`config.mk`:
```
export PLATFORM = sky130hd
export DESIGN_NAME = sprite_mover
export DESIGN_NICKNAME = d
export VERILOG_FILES = /design/src/rtl/lcd_pkg.sv /design/src/rtl/btn_repeat.sv /design/src/rtl/sprite_mover.sv
export SDC_FILE = /design/constraint.sdc
export NUM_CORES = 1
export LEC_CHECK = 0
export ABC_AREA = 1
export BUFFER_PORTS_ARGS = -buffer_cell sky130_fd_sc_hd__buf_2
export CAP_MARGIN = 0
export CORE_MARGIN = 4
export CORE_UTILIZATION = 40
export CTS_CLUSTER_DIAMETER = 80
export DETAILED_ROUTE_END_ITERATION = 12
export PLACE_DENSITY = 0.62
export SYNTH_ARGS = -nofsm -noshare
export SYNTH_HDL_FRONTEND = slang
export SYNTH_SLANG_ARGS = --single-unit
```
`constraint.sdc`:
```
create_clock -name i_clk -period 3.7 [get_ports i_clk]
set_clock_uncertainty 0.2 [all_clocks]
set_input_delay 0.555 -clock i_clk [delete_from_list [all_inputs] [get_ports i_clk]]
set_output_delay 0.555 -clock i_clk [all_outputs]
set_load 0.005 [all_outputs]
```
`src/rtl/lcd_pkg.sv`:
```
// rtl/lcd_pkg.sv - shared LCD pipeline constants, mode encoding and RGB565 helper
// Purpose: default panel geometry, display mode encoding, button bit indices
//          and an RGB565 field splitter shared by the LCD pipeline blocks.
// Ports:   none (package).
package lcd_pkg;

  localparam int DEF_COORD_W  = 10;
  localparam int DEF_SCREEN_W = 800;
  localparam int DEF_SCREEN_H = 480;

  typedef enum logic {
    MODE_MANUAL = 1'b0,
    MODE_BOUNCE = 1'b1
  } mode_e;

  // Bit positions of the direction buttons inside the request/pending vectors.
  localparam int BTN_L = 0;
  localparam int BTN_R = 1;
  localparam int BTN_U = 2;
  localparam int BTN_D = 3;

  typedef struct packed {
    logic [4:0] r;
    logic [5:0] g;
    logic [4:0] b;
  } rgb565_t;

  function automatic rgb565_t rgb565_split(input logic [15:0] c);
    rgb565_t f;
    f.r = c[15:11];
    f.g = c[10:5];
    f.b = c[4:0];
    return f;
  endfunction

endpackage

```
`src/rtl/btn_repeat.sv`:
```
// rtl/btn_repeat.sv - button synchroniser, debouncer, edge detect and frame-based auto-repeat
// Purpose: turns one raw asynchronous button into one-cycle move requests:
//          one on the debounced press, then repeats while held (counted in frames).
// Ports:   i_clk, i_rst  - clock, synchronous active-high reset
//          i_btn         - raw asynchronous button level
//          i_frame       - frame tick, drives the hold/repeat counters
//          i_clear       - holds the repeat counters cleared and masks requests
//          o_req         - one-cycle move request
module btn_repeat #(
  parameter int SYNC_LEN   = 3,
  parameter int RPT_DELAY  = 20,
  parameter int RPT_PERIOD = 4
) (
  input  logic i_clk,
  input  logic i_rst,
  input  logic i_btn,
  input  logic i_frame,
  input  logic i_clear,
  output logic o_req
);

  localparam int DB_W   = $clog2(SYNC_LEN) + 1;
  localparam int HOLD_W = $clog2(RPT_DELAY + 1);
  localparam int PER_W  = $clog2(RPT_PERIOD) + 1;

  logic [1:0]        r_sync;
  logic              r_deb;
  logic              r_deb_q;
  logic [DB_W-1:0]   r_db_cnt;
  logic [HOLD_W-1:0] r_hold;
  logic [PER_W-1:0]  r_per;
  logic              w_sync;
  logic              w_rise;
  logic              w_rpt;

  assign w_sync = r_sync[1];
  assign w_rise = r_deb & ~r_deb_q;

  // Repeat fires on the frame where the hold count reaches RPT_DELAY, then
  // every RPT_PERIOD frames; r_hold saturates and r_per takes over.
  always_comb begin
    w_rpt = 1'b0;
    if (i_frame && r_deb) begin
      if (r_hold < HOLD_W'(RPT_DELAY))
        w_rpt = (r_hold == HOLD_W'(RPT_DELAY - 1));
      else
        w_rpt = (r_per == PER_W'(RPT_PERIOD - 1));
    end
  end

  assign o_req = (w_rise | w_rpt) & ~i_clear;

  always_ff @(posedge i_clk) begin
    if (i_rst) begin
      r_sync   <= '0;
      r_deb    <= 1'b0;
      r_deb_q  <= 1'b0;
      r_db_cnt <= '0;
      r_hold   <= '0;
      r_per    <= '0;
    end else begin
      r_sync  <= {r_sync[0], i_btn};
      r_deb_q <= r_deb;

      // Samples differing from the debounced level are counted; any sample
      // agreeing with it restarts the run, so only SYNC_LEN in a row flip it.
      if (w_sync == r_deb) begin
        r_db_cnt <= '0;
      end else if (r_db_cnt == DB_W'(SYNC_LEN - 1)) begin
        r_deb    <= w_sync;
        r_db_cnt <= '0;
      end else begin
        r_db_cnt <= r_db_cnt + 1'b1;
      end

      if (!r_deb || i_clear) begin
        r_hold <= '0;
        r_per  <= '0;
      end else if (i_frame) begin
        if (r_hold < HOLD_W'(RPT_DELAY)) begin
          r_hold <= r_hold + 1'b1;
          r_per  <= '0;
        end else if (r_per == PER_W'(RPT_PERIOD - 1)) begin
          r_per <= '0;
        end else begin
          r_per <= r_per + 1'b1;
        end
      end
    end
  end

endmodule

```
`src/rtl/sprite_mover.sv`:
```
// rtl/sprite_mover.sv - movable rectangular sprite with manual and bounce modes
// Purpose: keeps the sprite position (button driven or bouncing), updates it
//          only on the frame tick, and flags/colours pixels inside the sprite.
// Ports:   i_clk, i_rst          - pixel clock, synchronous active-high reset
//          i_x, i_y              - current pixel coordinates
//          i_frame               - one-cycle tick at start of vertical blanking
//          i_mode                - 0 manual, 1 bounce (sampled on i_frame)
//          left/right/up/down    - raw asynchronous buttons
//          o_R, o_G, o_B, o_on   - registered pixel colour and inside flag
//          o_xpos, o_ypos        - sprite top-left position
module sprite_mover
  import lcd_pkg::*;
#(
  parameter int          COORD_W    = DEF_COORD_W,
  parameter int          SCREEN_W   = DEF_SCREEN_W,
  parameter int          SCREEN_H   = DEF_SCREEN_H,
  parameter int          SPR_W      = 50,
  parameter int          SPR_H      = 50,
  parameter int          STEP       = 1,
  parameter int          SYNC_LEN   = 3,
  parameter int          RPT_DELAY  = 20,
  parameter int          RPT_PERIOD = 4,
  parameter logic [15:0] COLOR      = 16'h07FF
) (
  input  logic               i_clk,
  input  logic               i_rst,
  input  logic [COORD_W-1:0] i_x,
  input  logic [COORD_W-1:0] i_y,
  input  logic               i_frame,
  input  logic               i_mode,
  input  logic               left,
  input  logic               right,
  input  logic               up,
  input  logic               down,
  output logic [4:0]         o_R,
  output logic [5:0]         o_G,
  output logic [4:0]         o_B,
  output logic               o_on,
  output logic [COORD_W-1:0] o_xpos,
  output logic [COORD_W-1:0] o_ypos
);

  localparam logic signed [COORD_W:0] X_MAX_S = (COORD_W+1)'(SCREEN_W - SPR_W);
  localparam logic signed [COORD_W:0] Y_MAX_S = (COORD_W+1)'(SCREEN_H - SPR_H);
  localparam logic signed [COORD_W:0] STEP_S  = (COORD_W+1)'(STEP);
  localparam logic signed [COORD_W:0] ZERO_S  = '0;
  localparam logic [COORD_W-1:0]      X_INIT  = COORD_W'((SCREEN_W - SPR_W) / 2);
  localparam logic [COORD_W-1:0]      Y_INIT  = COORD_W'((SCREEN_H - SPR_H) / 2);
  localparam logic [COORD_W:0]        SPR_W_U = (COORD_W+1)'(SPR_W);
  localparam logic [COORD_W:0]        SPR_H_U = (COORD_W+1)'(SPR_H);
  localparam rgb565_t                 C_FLD   = rgb565_split(COLOR);

  logic [3:0]                r_pend;
  logic [COORD_W-1:0]        r_xpos;
  logic [COORD_W-1:0]        r_ypos;
  logic                      r_dx_neg;
  logic                      r_dy_neg;
  mode_e                     r_mode;
  logic                      r_on;

  logic [3:0]                w_btn;
  logic [3:0]                w_req;
  logic                      w_bounce_now;
  logic signed [COORD_W:0]   w_xs, w_ys;
  logic signed [COORD_W:0]   w_x_dec, w_x_inc, w_y_dec, w_y_inc;
  logic signed [COORD_W:0]   w_bx, w_by;
  logic [COORD_W-1:0]        w_x_nxt, w_y_nxt;
  logic                      w_dx_neg_nxt, w_dy_neg_nxt;
  logic                      w_in_x, w_in_y;

  // Underflow shows up as a set sign bit in the widened value; clamp it to 0.
  function automatic logic [COORD_W-1:0] clamp_pos(input logic signed [COORD_W:0] v,
                                                   input logic signed [COORD_W:0] hi);
    if (v[COORD_W])
      return '0;
    else if (v > hi)
      return hi[COORD_W-1:0];
    else
      return v[COORD_W-1:0];
  endfunction

  // The mode seen on a frame tick applies from that tick; between ticks the
  // previously latched mode governs whether buttons are ignored.
  assign w_bounce_now = i_frame ? (i_mode == MODE_BOUNCE) : (r_mode == MODE_BOUNCE);

  assign w_btn = {down, up, right, left};

  for (genvar gi = 0; gi < 4; gi++) begin : g_btn
    btn_repeat #(
      .SYNC_LEN  (SYNC_LEN),
      .RPT_DELAY (RPT_DELAY),
      .RPT_PERIOD(RPT_PERIOD)
    ) u_btn (
      .i_clk  (i_clk),
      .i_rst  (i_rst),
      .i_btn  (w_btn[gi]),
      .i_frame(i_frame),
      .i_clear(w_bounce_now),
      .o_req  (w_req[gi])
    );
  end

  assign w_xs    = signed'({1'b0, r_xpos});
  assign w_ys    = signed'({1'b0, r_ypos});
  assign w_x_dec = w_xs - STEP_S;
  assign w_x_inc = w_xs + STEP_S;
  assign w_y_dec = w_ys - STEP_S;
  assign w_y_inc = w_ys + STEP_S;
  assign w_bx    = r_dx_neg ? w_x_dec : w_x_inc;
  assign w_by    = r_dy_neg ? w_y_dec : w_y_inc;

  always_comb begin
    w_x_nxt      = r_xpos;
    w_y_nxt      = r_ypos;
    w_dx_neg_nxt = r_dx_neg;
    w_dy_neg_nxt = r_dy_neg;
    if (w_bounce_now) begin
      w_x_nxt = clamp_pos(w_bx, X_MAX_S);
      w_y_nxt = clamp_pos(w_by, Y_MAX_S);
      // Landing on an edge reverses at once, so an exact corner flips both.
      if (w_bx[COORD_W] || w_bx == ZERO_S) w_dx_neg_nxt = 1'b0;
      else if (w_bx >= X_MAX_S)            w_dx_neg_nxt = 1'b1;
      if (w_by[COORD_W] || w_by == ZERO_S) w_dy_neg_nxt = 1'b0;
      else if (w_by >= Y_MAX_S)            w_dy_neg_nxt = 1'b1;
    end else begin
      case ({r_pend[BTN_L], r_pend[BTN_R]})
        2'b10:   w_x_nxt = clamp_pos(w_x_dec, X_MAX_S);
        2'b01:   w_x_nxt = clamp_pos(w_x_inc, X_MAX_S);
        default: w_x_nxt = r_xpos;
      endcase
      case ({r_pend[BTN_U], r_pend[BTN_D]})
        2'b10:   w_y_nxt = clamp_pos(w_y_dec, Y_MAX_S);
        2'b01:   w_y_nxt = clamp_pos(w_y_inc, Y_MAX_S);
        default: w_y_nxt = r_ypos;
      endcase
    end
  end

  assign w_in_x = ({1'b0, i_x} >= {1'b0, r_xpos}) && ({1'b0, i_x} < ({1'b0, r_xpos} + SPR_W_U));
  assign w_in_y = ({1'b0, i_y} >= {1'b0, r_ypos}) && ({1'b0, i_y} < ({1'b0, r_ypos} + SPR_H_U));

  always_ff @(posedge i_clk) begin
    if (i_rst) begin
      r_xpos   <= X_INIT;
      r_ypos   <= Y_INIT;
      r_dx_neg <= 1'b0;
      r_dy_neg <= 1'b0;
      r_mode   <= MODE_MANUAL;
      r_pend   <= '0;
      r_on     <= 1'b0;
    end else begin
      if (i_frame) begin
        r_mode   <= mode_e'(i_mode);
        r_xpos   <= w_x_nxt;
        r_ypos   <= w_y_nxt;
        r_dx_neg <= w_dx_neg_nxt;
        r_dy_neg <= w_dy_neg_nxt;
      end
      // Requests arriving on the tick itself become pending for the next tick.
      if (w_bounce_now)
        r_pend <= '0;
      else if (i_frame)
        r_pend <= w_req;
      else
        r_pend <= r_pend | w_req;
      r_on <= w_in_x & w_in_y;
    end
  end

  assign o_on   = r_on;
  assign o_R    = r_on ? C_FLD.r : '0;
  assign o_G    = r_on ? C_FLD.g : '0;
  assign o_B    = r_on ? C_FLD.b : '0;
  assign o_xpos = r_xpos;
  assign o_ypos = r_ypos;

endmodule

```
==> impl_metrics.env <==
export IMPL_clk_pin_slew_ns=0.06
export IMPL_ys_ff_latch=88
export IMPL_crit_top_cell="nand2_1"
export IMPL_grt_setup_unrepaired="false"
export IMPL_final_cells=1387
export IMPL_antenna_found_initial=0
export IMPL_cp_end_kind="flop"
export IMPL_crit_path_end="o_xpos[7]$_SDFFE_PP0P_"
export IMPL_critPathMaxStageDelay_ns=0.63
export IMPL_start_util_pct=41.3
export IMPL_drtPass1Iterations=5
export IMPL_avgSynthCellArea_um2=6.44
export IMPL_critPathKind="reg2reg"
export IMPL_area_delta_synth_final_pct=8.82
export IMPL_cts_hold_buf=0
export IMPL_cp_max_fo=11
export IMPL_cts_resized=0
export IMPL_cts_tree="done"
export IMPL_ys_async_sr_fraction_pct=0
export IMPL_cap_viol_max_count=0
export IMPL_slowest_stage="dfxtp_1"
export IMPL_synth_ff_type="dfxtp_1"
export IMPL_final_common_cell="nand2_1"
export IMPL_fmax_mhz=351
export IMPL_syn_inst=1120
export IMPL_status="finished clean"
export IMPL_critPathArrivalTime_ns=2.93
export IMPL_gp_congestion=0.960
export IMPL_die_w_um=142
export IMPL_grt_ovfl_total=0
export IMPL_finalHoldViolCount=0
export IMPL_cts_root_buf="clkbuf_16"
export IMPL_drv_slew=0
export IMPL_placed_cells=1372
export IMPL_hold_class="reg2reg"
export IMPL_leakage_nw=3.77
export IMPL_setup_tns_ns=0
export IMPL_final_antenna_net_count=0
export IMPL_die_area_um2=20300
export IMPL_synthDistinctLibCells=51
export IMPL_grtUsageTotal_pct=17.9
export IMPL_max_slew_margin_pct=59.6
export IMPL_synth_edf_count=0
export IMPL_nets=1256
export IMPL_core_region_area_um2=17500
export IMPL_drive_above_1_share_pct=13.0
export IMPL_ys_warn_count=0
export IMPL_pin_count=65
export IMPL_rrSetupSlack_ns=0.85
export IMPL_p_per_area_nw_per_um2=324
export IMPL_n_antenna_cell=0
export IMPL_min_period_ns=2.85
export IMPL_wl_per_cell_um=12.8
export IMPL_r2r_start="o_xpos[0]$_SDFFE_PP1P_"
export IMPL_h_tree_depth=3
export IMPL_critPathRequiredTime_ns=3.78
export IMPL_worstMarginPinSlew_ns=0.605
export IMPL_nFillCells=1848
export IMPL_path_depth=16
export IMPL_critPathBufInv=2
export IMPL_grt_pass1_wl_um=30100
export IMPL_vias_per_cell=4.95
export IMPL_cp_cell_sequence="inv_1 -> ha_1 -> or2_2 -> nor2_1 -> nand2_1 -> nand2_1 -> nand4_1 -> nand2_1 -> nand2_1 -> nand2_1 -> nand2_1 -> nand2_1 -> nand2_1 -> nand3_1 -> nand2_1 -> inv_1"
export IMPL_reg2reg_depth=16
export IMPL_drc=0
export IMPL_rows=48
export IMPL_final_cell_mix="nand2_1 (339), inv_1 (123), nor2_1 (100)"
export IMPL_syn_cell_area_um2=7220
export IMPL_worstReg2RegEnd="o_xpos[7]$_SDFFE_PP0P_"
export IMPL_cts_buffers=9
export IMPL_cts_sinks=88
export IMPL_regArea_um2=1760
export IMPL_hpwl_um=14100
export IMPL_vias=6864
export IMPL_clk_latency_ns=0.34
export IMPL_crit_start="o_xpos[0]$_SDFFE_PP1P_"
export IMPL_finalSetupViolCount=0
export IMPL_grt_max_degree=26
export IMPL_multi_input_area_um2=4650
export IMPL_fin_crit_sh_pct=77.0
export IMPL_hold_depth=2
export IMPL_seq_area_frac_synth_pct=24.4
export IMPL_drt_iter0_drc=459
export IMPL_start_kind="flop"
export IMPL_peakVddDrop_mv=0.224
export IMPL_post_cts_buffers=0
export IMPL_postRouteWirelength_um=17700
export IMPL_port_buffers=59
export IMPL_critPathTopFamily="simple AND/OR/NAND/NOR gates"
export IMPL_ctsLongestPathBuffers=2
export IMPL_grt_pass1_vias=6303
export IMPL_dieHeight_um=142
==> synthesized netlist by cell type (5+ instances only) <==
master	count	area, µm²
o21ai_1	10	50.1
xor2_1	15	131
and2_1	5	31.3
nand2_2	26	163
nor2_2	11	68.8
nand3_1	73	365
nor2_4	6	67.6
nand2_1	339	1270
clkbuf_1	5	18.8
nor2_1	100	375
xnor2_1	8	70.1
buf_6	5	56.3
ha_1	70	876
a21oi_1	74	370
inv_2	8	30.0
or2_2	6	37.5
o211ai_1	7	52.6
o21ai_0	39	195
buf_4	19	143
dfxtp_1	88	1760
inv_1	123	462
nand4_1	17	106
nor3_1	8	40.0
buf_2	10	50.1
==> power breakdown <==
part           internal, mW  switching, mW  total (mW)  leakage [nW]
Combinational         0.237          0.408       0.645          2.92
Clock                 0.509          0.366       0.875         0.137
Sequential            0.971         0.0558        1.03         0.715
==> worst reg2reg max path, cell delays in order, from the launching register on <==
cell and delay, ns:
dfxtp_1 0.63, inv_1 0.19, ha_1 0.38, or2_2 0.30, nor2_1 0.11, nand2_1 0.06, nand2_1 0.06, nand4_1 0.07
nand2_1 0.15, nand2_1 0.17, nand2_1 0.10, nand2_1 0.05, nand2_1 0.08, nand2_1 0.05, nand3_1 0.09, nand2_1 0.05
inv_1 0.05
==> kinds of logic after synthesis <==
logic type,count (synthesis),synth area share [%]
simple gates,605,37.0
fa+ha+maj,70,12.1
other cells,1,0.0520
flops,88,24.4
xor+xnor,23,2.79
compound gates,154,12.3
buf+inv,179,11.3
==> per-layer routing <==
layer	GRT usage [%]	vias to the layer above	wire (µm)
met2	29.1	142	7970
met1	24.7	3041	8800
met5	0	-	0
li1	-	3660	-
met3	2.92	21	709
met4	4.90	0	250
==> final cells by class <==
type	count	share of cell area, %
clock buffers	12	3.39
well taps	225	3.58
inverters	136	6.60
flip-flops and latches	88	22.4
clock inverters	3	0.303
repair buffers	66	4.43
multi-input cells	857	59.3
==> registers in the layout (all words and copies together) (netlist names) <==
signal and cells:
r_dx_neg 1, o_on 1, g_btn.u_btn.r_hold 20, r_dy_neg 1, g_btn.u_btn.r_db_cnt 12, g_btn.u_btn.r_deb 4
o_ypos 10, g_btn.u_btn.r_per 12, r_mode 1, g_btn.u_btn.r_sync 8, o_xpos 10, r_pend 4
g_btn.u_btn.r_deb_q 4
==> per-stage QoR <==
step | utilization [%] | power, mW | hold WS [ns] | setup slack [ns] | area (µm²)
after global placement | 43.3 | 1.69 | 0.191 | 0.855 | 7560
after floorplan | - | 1.54 | 0.188 | 1.31 | 7230
after global routing | 44.9 | 2.73 | 0.217 | 0.538 | 7850
after CTS | 44.9 | 2.58 | 0.198 | 0.858 | 7850
after detailed placement | 43.3 | 1.69 | 0.195 | 0.870 | 7560
final | 44.9 | 2.55 | 0.199 | 0.849 | 7850
==> worst min path at each step <==
stage / start / to / slack, ns
floorplan: g_btn[0].u_btn.r_sync[0]$_SDFF_PP0_ / g_btn[0].u_btn.r_sync[1]$_SDFF_PP0_ / 0.19
global placement: g_btn[3].u_btn.r_sync[0]$_SDFF_PP0_ / g_btn[3].u_btn.r_sync[1]$_SDFF_PP0_ / 0.19
detailed placement: g_btn[1].u_btn.r_sync[0]$_SDFF_PP0_ / g_btn[1].u_btn.r_sync[1]$_SDFF_PP0_ / 0.20
CTS: up / g_btn[2].u_btn.r_sync[0]$_SDFF_PP0_ / 0.20
global route: up / g_btn[2].u_btn.r_sync[0]$_SDFF_PP0_ / 0.22
finish: g_btn[1].u_btn.r_sync[0]$_SDFF_PP0_ / g_btn[1].u_btn.r_sync[1]$_SDFF_PP0_ / 0.20
Note: power is estimated with default switching activity, not from simulation.
